`src/rtl/nfc_req_pkg.sv`:
```
// Shared definitions for the NFC request queue: host opcodes, entry field offsets,
// and the host-command to NFC-entry translation.
package nfc_req_pkg;

    localparam int REQ_WIDTH = 264;

    localparam int OPC_LSB  = 0;
    localparam int CID_LSB  = 16;
    localparam int ADDR_LSB = 32;
    localparam int LEN_LSB  = 80;
    localparam int AUX_LSB  = 104;

    localparam logic [15:0] HOP_1080       = 16'h1080;
    localparam logic [15:0] HOP_1085       = 16'h1085;
    localparam logic [15:0] HOP_3000       = 16'h3000;
    localparam logic [15:0] HOP_3500       = 16'h3500;
    localparam logic [15:0] HOP_D060       = 16'hD060;
    localparam logic [15:0] HOP_RESET      = 16'h00FF;
    localparam logic [15:0] HOP_SET_TIMING = 16'h01EF;
    localparam logic [15:0] HOP_SET_NVDDR2 = 16'h02EF;
    localparam logic [15:0] HOP_READ_PARAM = 16'h00EC;
    localparam logic [15:0] HOP_GET_FEAT   = 16'h01EE;
    localparam logic [15:0] HOP_READ_ID20  = 16'h2090;
    localparam logic [15:0] HOP_READ_ID00  = 16'h0090;
    localparam logic [15:0] HOP_READ_UID   = 16'h00ED;

    typedef struct packed {
        logic                 supported;
        logic [REQ_WIDTH-1:0] entry;
    } xlate_t;

    function automatic logic [REQ_WIDTH-1:0] build_entry(
        input logic [15:0] opc,
        input logic [15:0] cid,
        input logic [47:0] addr,
        input logic [23:0] len,
        input logic [63:0] aux
    );
        return {96'h0, aux, len, addr, cid, opc};
    endfunction

    // CID is left zero; it is filled in when the entry is issued to its way.
    function automatic xlate_t translate(
        input logic [15:0] hop,
        input logic [47:0] lba,
        input logic [23:0] len,
        input logic [63:0] timing_aux,
        input logic [63:0] nvddr2_aux
    );
        xlate_t      r;
        logic [15:0] opc;
        logic [47:0] addr;
        logic [23:0] blen;
        logic [63:0] aux;
        r.supported = 1'b1;
        opc  = hop;
        addr = '0;
        blen = '0;
        aux  = '0;
        case (hop)
            HOP_1080, HOP_1085, HOP_3000, HOP_3500, HOP_D060: begin
                addr = lba;
                blen = len;
            end
            HOP_RESET, HOP_READ_ID00, HOP_READ_UID: ;
            HOP_SET_TIMING: begin opc = 16'h00EF; addr = 48'd1; aux = timing_aux; end
            HOP_SET_NVDDR2: begin opc = 16'h00EF; addr = 48'd2; aux = nvddr2_aux; end
            HOP_READ_PARAM: blen = 24'h100;
            HOP_GET_FEAT:   begin opc = 16'h00EE; addr = 48'd1; blen = 24'h100; end
            HOP_READ_ID20:  begin opc = 16'h0090; addr = 48'h20; end
            default: begin
                r.supported = 1'b0;
                opc = '0;
            end
        endcase
        r.entry = build_entry(opc, 16'h0, addr, blen, aux);
        return r;
    endfunction

endpackage

```
`src/rtl/nfc_req_fifo.sv`:
```
// Synchronous FIFO with registered occupancy count; pushes on full and pops on
// empty are ignored.
module nfc_req_fifo #(
    parameter int W     = 8,
    parameter int DEPTH = 4
) (
    input  logic                     clk,
    input  logic                     rst,
    input  logic                     i_push,
    input  logic [W-1:0]             i_data,
    input  logic                     i_pop,
    output logic [W-1:0]             o_data,
    output logic                     o_full,
    output logic                     o_empty,
    output logic [$clog2(DEPTH):0]   o_cnt
);
    localparam int AW    = $clog2(DEPTH);
    localparam int CNT_W = AW + 1;

    logic [W-1:0]     r_mem [DEPTH];
    logic [AW-1:0]    r_wr_ptr;
    logic [AW-1:0]    r_rd_ptr;
    logic [CNT_W-1:0] r_cnt;
    logic             w_do_push;
    logic             w_do_pop;

    assign o_full    = (r_cnt == CNT_W'(DEPTH));
    assign o_empty   = (r_cnt == '0);
    assign w_do_push = i_push & ~o_full;
    assign w_do_pop  = i_pop & ~o_empty;
    assign o_data    = r_mem[r_rd_ptr];
    assign o_cnt     = r_cnt;

    always_ff @(posedge clk) begin
        if (w_do_push) r_mem[r_wr_ptr] <= i_data;
    end

    // Depth is a power of two, so pointers wrap by natural overflow.
    always_ff @(posedge clk) begin
        if (rst) begin
            r_wr_ptr <= '0;
            r_rd_ptr <= '0;
            r_cnt    <= '0;
        end else begin
            if (w_do_push) r_wr_ptr <= r_wr_ptr + AW'(1);
            if (w_do_pop)  r_rd_ptr <= r_rd_ptr + AW'(1);
            case ({w_do_push, w_do_pop})
                2'b10:   r_cnt <= r_cnt + CNT_W'(1);
                2'b01:   r_cnt <= r_cnt - CNT_W'(1);
                default: r_cnt <= r_cnt;
            endcase
        end
    end

endmodule

```
`src/rtl/nfc_req_queue.sv`:
```
// Host command queue: validates and translates commands, buffers NFC entries,
// and issues them in order to per-way controllers with per-way command IDs.
module nfc_req_queue
    import nfc_req_pkg::*;
#(
    parameter int          WAY_NUM    = 1,
    parameter int          WAY_W      = 4,
    parameter int          FIFO_DEPTH = 4,
    parameter logic [63:0] TIMING_AUX = 64'h24,
    parameter logic [63:0] NVDDR2_AUX = 64'h0000_0000_0000_0007
) (
    input  logic                          clk,
    input  logic                          rst,
    output logic                          o_ready,
    input  logic                          i_valid,
    input  logic [15:0]                   i_opc,
    input  logic [47:0]                   i_lba,
    input  logic [23:0]                   i_len,
    input  logic [WAY_W-1:0]              i_way,
    output logic                          o_err,
    output logic [WAY_NUM-1:0]            o_req_valid,
    input  logic [WAY_NUM-1:0]            i_req_ready,
    output logic [REQ_WIDTH-1:0]          o_req_data,
    output logic [WAY_W-1:0]              o_req_way,
    output logic [$clog2(FIFO_DEPTH):0]   o_fifo_cnt
);
    localparam int FW = REQ_WIDTH + WAY_W;

    xlate_t                 w_xl;
    logic                   w_way_ok;
    logic                   w_accept;
    logic                   w_push;
    logic                   w_full;
    logic                   w_empty;
    logic                   w_pop;
    logic                   w_free;
    logic                   w_hs;
    logic [FW-1:0]          w_head;
    logic [WAY_W-1:0]       w_head_way;
    logic [WAY_NUM-1:0]     w_head_onehot;
    logic [15:0]            w_cid_new;
    logic [REQ_WIDTH-1:0]   w_load_data;

    logic [WAY_NUM-1:0]     r_req_valid;
    logic [REQ_WIDTH-1:0]   r_req_data;
    logic [WAY_W-1:0]       r_req_way;
    logic                   r_err;
    logic [15:0]            r_cid [WAY_NUM];

    assign w_xl     = translate(i_opc, i_lba, i_len, TIMING_AUX, NVDDR2_AUX);
    assign w_way_ok = ({{(32-WAY_W){1'b0}}, i_way} < 32'(WAY_NUM));
    assign w_accept = i_valid & ~w_full;
    assign w_push   = w_accept & w_xl.supported & w_way_ok;

    // The output register is reusable in the same cycle its request handshakes.
    assign w_hs   = |(r_req_valid & i_req_ready);
    assign w_free = (r_req_valid == '0) | w_hs;
    assign w_pop  = w_free & ~w_empty;

    nfc_req_fifo #(
        .W     (FW),
        .DEPTH (FIFO_DEPTH)
    ) u_fifo (
        .clk     (clk),
        .rst     (rst),
        .i_push  (w_push),
        .i_data  ({i_way, w_xl.entry}),
        .i_pop   (w_pop),
        .o_data  (w_head),
        .o_full  (w_full),
        .o_empty (w_empty),
        .o_cnt   (o_fifo_cnt)
    );

    assign w_head_way = w_head[FW-1 -: WAY_W];

    // A back-to-back request to the same way must see the post-handshake CID.
    always_comb begin
        w_cid_new     = '0;
        w_head_onehot = '0;
        for (int w = 0; w < WAY_NUM; w++) begin
            if (w_head_way == WAY_W'(w)) begin
                w_head_onehot[w] = 1'b1;
                w_cid_new = r_cid[w] + ((w_hs && r_req_way == WAY_W'(w)) ? 16'd1 : 16'd0);
            end
        end
        w_load_data = w_head[REQ_WIDTH-1:0];
        w_load_data[CID_LSB +: 16] = w_cid_new;
    end

    always_ff @(posedge clk) begin
        if (rst) begin
            r_req_valid <= '0;
            r_req_data  <= '0;
            r_req_way   <= '0;
            r_err       <= 1'b0;
            for (int w = 0; w < WAY_NUM; w++) r_cid[w] <= '0;
        end else begin
            r_err <= w_accept & ~(w_xl.supported & w_way_ok);
            for (int w = 0; w < WAY_NUM; w++) begin
                if (w_hs && r_req_way == WAY_W'(w)) r_cid[w] <= r_cid[w] + 16'd1;
            end
            if (w_free) begin
                if (w_pop) begin
                    r_req_valid <= w_head_onehot;
                    r_req_data  <= w_load_data;
                    r_req_way   <= w_head_way;
                end else begin
                    r_req_valid <= '0;
                end
            end
        end
    end

    assign o_ready     = ~w_full;
    assign o_err       = r_err;
    assign o_req_valid = r_req_valid;
    assign o_req_data  = r_req_data;
    assign o_req_way   = r_req_way;

endmodule

```
`config.mk`:
```
export PLATFORM = sky130hd
export DESIGN_NAME = nfc_req_queue
export DESIGN_NICKNAME = d
export VERILOG_FILES = /design/src/rtl/nfc_req_pkg.sv /design/src/rtl/nfc_req_fifo.sv /design/src/rtl/nfc_req_queue.sv
export SDC_FILE = /design/constraint.sdc
export NUM_CORES = 1
export LEC_CHECK = 0
export CAP_MARGIN = 10
export CORE_UTILIZATION = 30
export DETAILED_ROUTE_END_ITERATION = 16
export DONT_BUFFER_PORTS = 1
export HOLD_SLACK_MARGIN = 0.03
export MAX_ROUTING_LAYER = met4
export SLEW_MARGIN = 40
export SYNTH_ARGS = -nofsm -noshare
export SYNTH_HDL_FRONTEND = slang
export SYNTH_HIERARCHICAL = 1
export SYNTH_SLANG_ARGS = --single-unit
```
`constraint.sdc`:
```
create_clock -name clk -period 16.2 [get_ports clk]
set_input_delay 3.24 -clock clk [delete_from_list [all_inputs] [get_ports clk]]
set_output_delay 3.24 -clock clk [all_outputs]
set_load 0.01 [all_outputs]
```
==> metrics.txt <==
Fill cells=14919; CTS sink count=1303; area of the multi-input gates=0.0134 sq mm; FF-to-FF setup slack=11.69 ns; Slew headroom=45.4%; Core ar.=0.159 sq mm; cts hold-fix bufs=0; status=completed; I/O pins=370; Num CTS Buffers=144; first-pass GRT wire length=157000 um; Max H-tree Level=4; die width=403 um; CTS tree=built; Clock Path Buffers=3; layout cells sized above 1=12.8%; Pwr Density=118 mW/mm^2; final wirelength=105000 um; Fin. Hold Viols=0; worst hold start=u_fifo/r_rd_ptr[1]; R2R cell count=10; pre-CTS WS=8.12 ns; Die H=403 um; CP startpoint kind=input pin; nets@finish=3546; largest net degree at the start of global routing=279; HPWL after DPL=62700 um; Synth Instances=2788; grt ovf=0; drt wl/cell=18.3 um; max frequency=138 MHz; fin crit period=7.24 ns; row cnt=146; Setup crit end kind=flip-flop; fin. max-slew vios=0; Post-Syn Area=0.0483 sq mm; Area Growth Syn to Fin=19.7%; measured slew at the worst slew-check pin=0.819 ns; Worst EP required=16.60 ns; Vias=24296; clock transition at the registers of the reported paths=0.06 ns; HP Class=flip-flop to flip-flop; number of cells on the worst hold path=2; Setup Buffers After CTS=0; fin util=36.3%; initial antenna violation count=30; syn avg cell area=17.3 sq um; initial core utilization=30.3%; Post-CTS Resized=0; post-route cell area=0.0578 sq mm; Reg-to-Reg End=u_fifo/r_mem[1][167]; die area=0.162 sq mm; RePlAce Congestion=0.796; Crit Path Class=input pin to flip-flop; setup slack after layout=8.96 ns; Clock Latency Late Sink=0.79 ns; final setup violation count=0; clock root cell=clkbuf_16; Antenna Nets Post-Route=0; # port buffers=0; vias in the first global route=24770; drt pass-1 iters=5; DR vias/cell=4.24; CP max FO=52; setup TNS=0 ns; drt drc=0; maxcap violations=0; beginning of the worst register-to-register path=u_fifo/o_cnt[1]; drt first-iter violations=1611; register area=0.0363 sq mm; placed instance area=0.0529 sq mm; aggregate global-route resource usage=13.3%; warnings from Yosys=6; crit path DAT=7.64 ns; leak pwr=18.7 nW; clk_skew=0.0389 ns; Max rail drop VDD=0.105 mV; fin crit share=44.7%; RSZ-0062 raised after global routing=no
## metal layers
metal | part of all wire (%) | GRT usage [%]
met1 | 45 | 17.5
met2 | 45 | 19.4
met3 | 8.0 | 4.39
met4 | 2.2 | 4.32
met5 | 0 | -
## flip-flops by register name, summed over array words and instances, names as in the netlist, named ones only
name,count
r_cid,16
o_req_data,264
u_fifo/r_wr_ptr,2
o_req_valid,1
o_req_way,4
u_fifo/r_rd_ptr,2
o_err,1
u_fifo/r_mem,1008
u_fifo/o_cnt,3
## worst max-delay path, cell delays in order
cell and delay [ns]:
or4_4 0.52, or4_1 0.50, or3_4 0.36, nand2_2 0.10, o31a_1 0.18, inv_1 0.08, nor2_1 0.33, and2_4 0.75
buf_4 0.74, buf_4 0.67
## worst max-delay path by stage
stage | from | to | cells past startpoint
final | i_opc[0] | u_fifo/r_mem[1][167] | 10
after CTS | i_opc[0] | u_fifo/r_mem[1][172] | 10
after global placement | i_opc[0] | u_fifo/r_mem[2][176] | 10
after detailed placement | i_opc[0] | u_fifo/r_mem[1][171] | 10
after floorplan | i_opc[0] | u_fifo/r_mem[0][0] | 9
after global routing | i_opc[0] | u_fifo/r_mem[1][172] | 10
## metrics by stage
stage	total power [mW]	instances	hold WS, ns
after floorplan	3.69	3419	0.459
after global routing	7.06	5731	0.520
after CTS	6.93	5708	0.484
after detailed placement	3.68	5438	0.474
after global placement	3.68	5436	0.455
final	6.82	5734	0.487
## layout by cell type, fill, tap and decap left out, drive strengths merged, types with 17 or more instances in the layout
| master | count |
|---|---|
| conb | 632 |
| clkinv | 47 |
| and2 | 77 |
| a21oi | 258 |
| nand2 | 528 |
| nor2 | 46 |
| clkbuf | 203 |
| inv | 25 |
| diode | 23 |
| edfxtp | 1024 |
| xor2 | 17 |
| buf | 36 |
| dfxtp | 279 |
| mux4 | 252 |
## power by group
group | internal, mW | leakage, nW | switching [mW]
Clock | 1.86 | 2.31 | 1.35
Sequential | 3.59 | 11.1 | 0.00235
Combinational | 0.00393 | 5.29 | 0.0205
Total | 5.45 | 18.7 | 1.37
## final cells by class
| class | instances | share of cell area [%] |
|---|---|---|
| sequential | 1303 | 62.9 |
| multi-input combinational | 1941 | 23.2 |
| clock buffer | 203 | 7.10 |
| tap | 2146 | 4.65 |
| clock inverter | 67 | 1.14 |
| timing repair buffer | 36 | 0.778 |
| inverter | 15 | 0.110 |
| antenna | 23 | 0.0996 |
No activity file was read; power rests on OpenSTA's default activity.
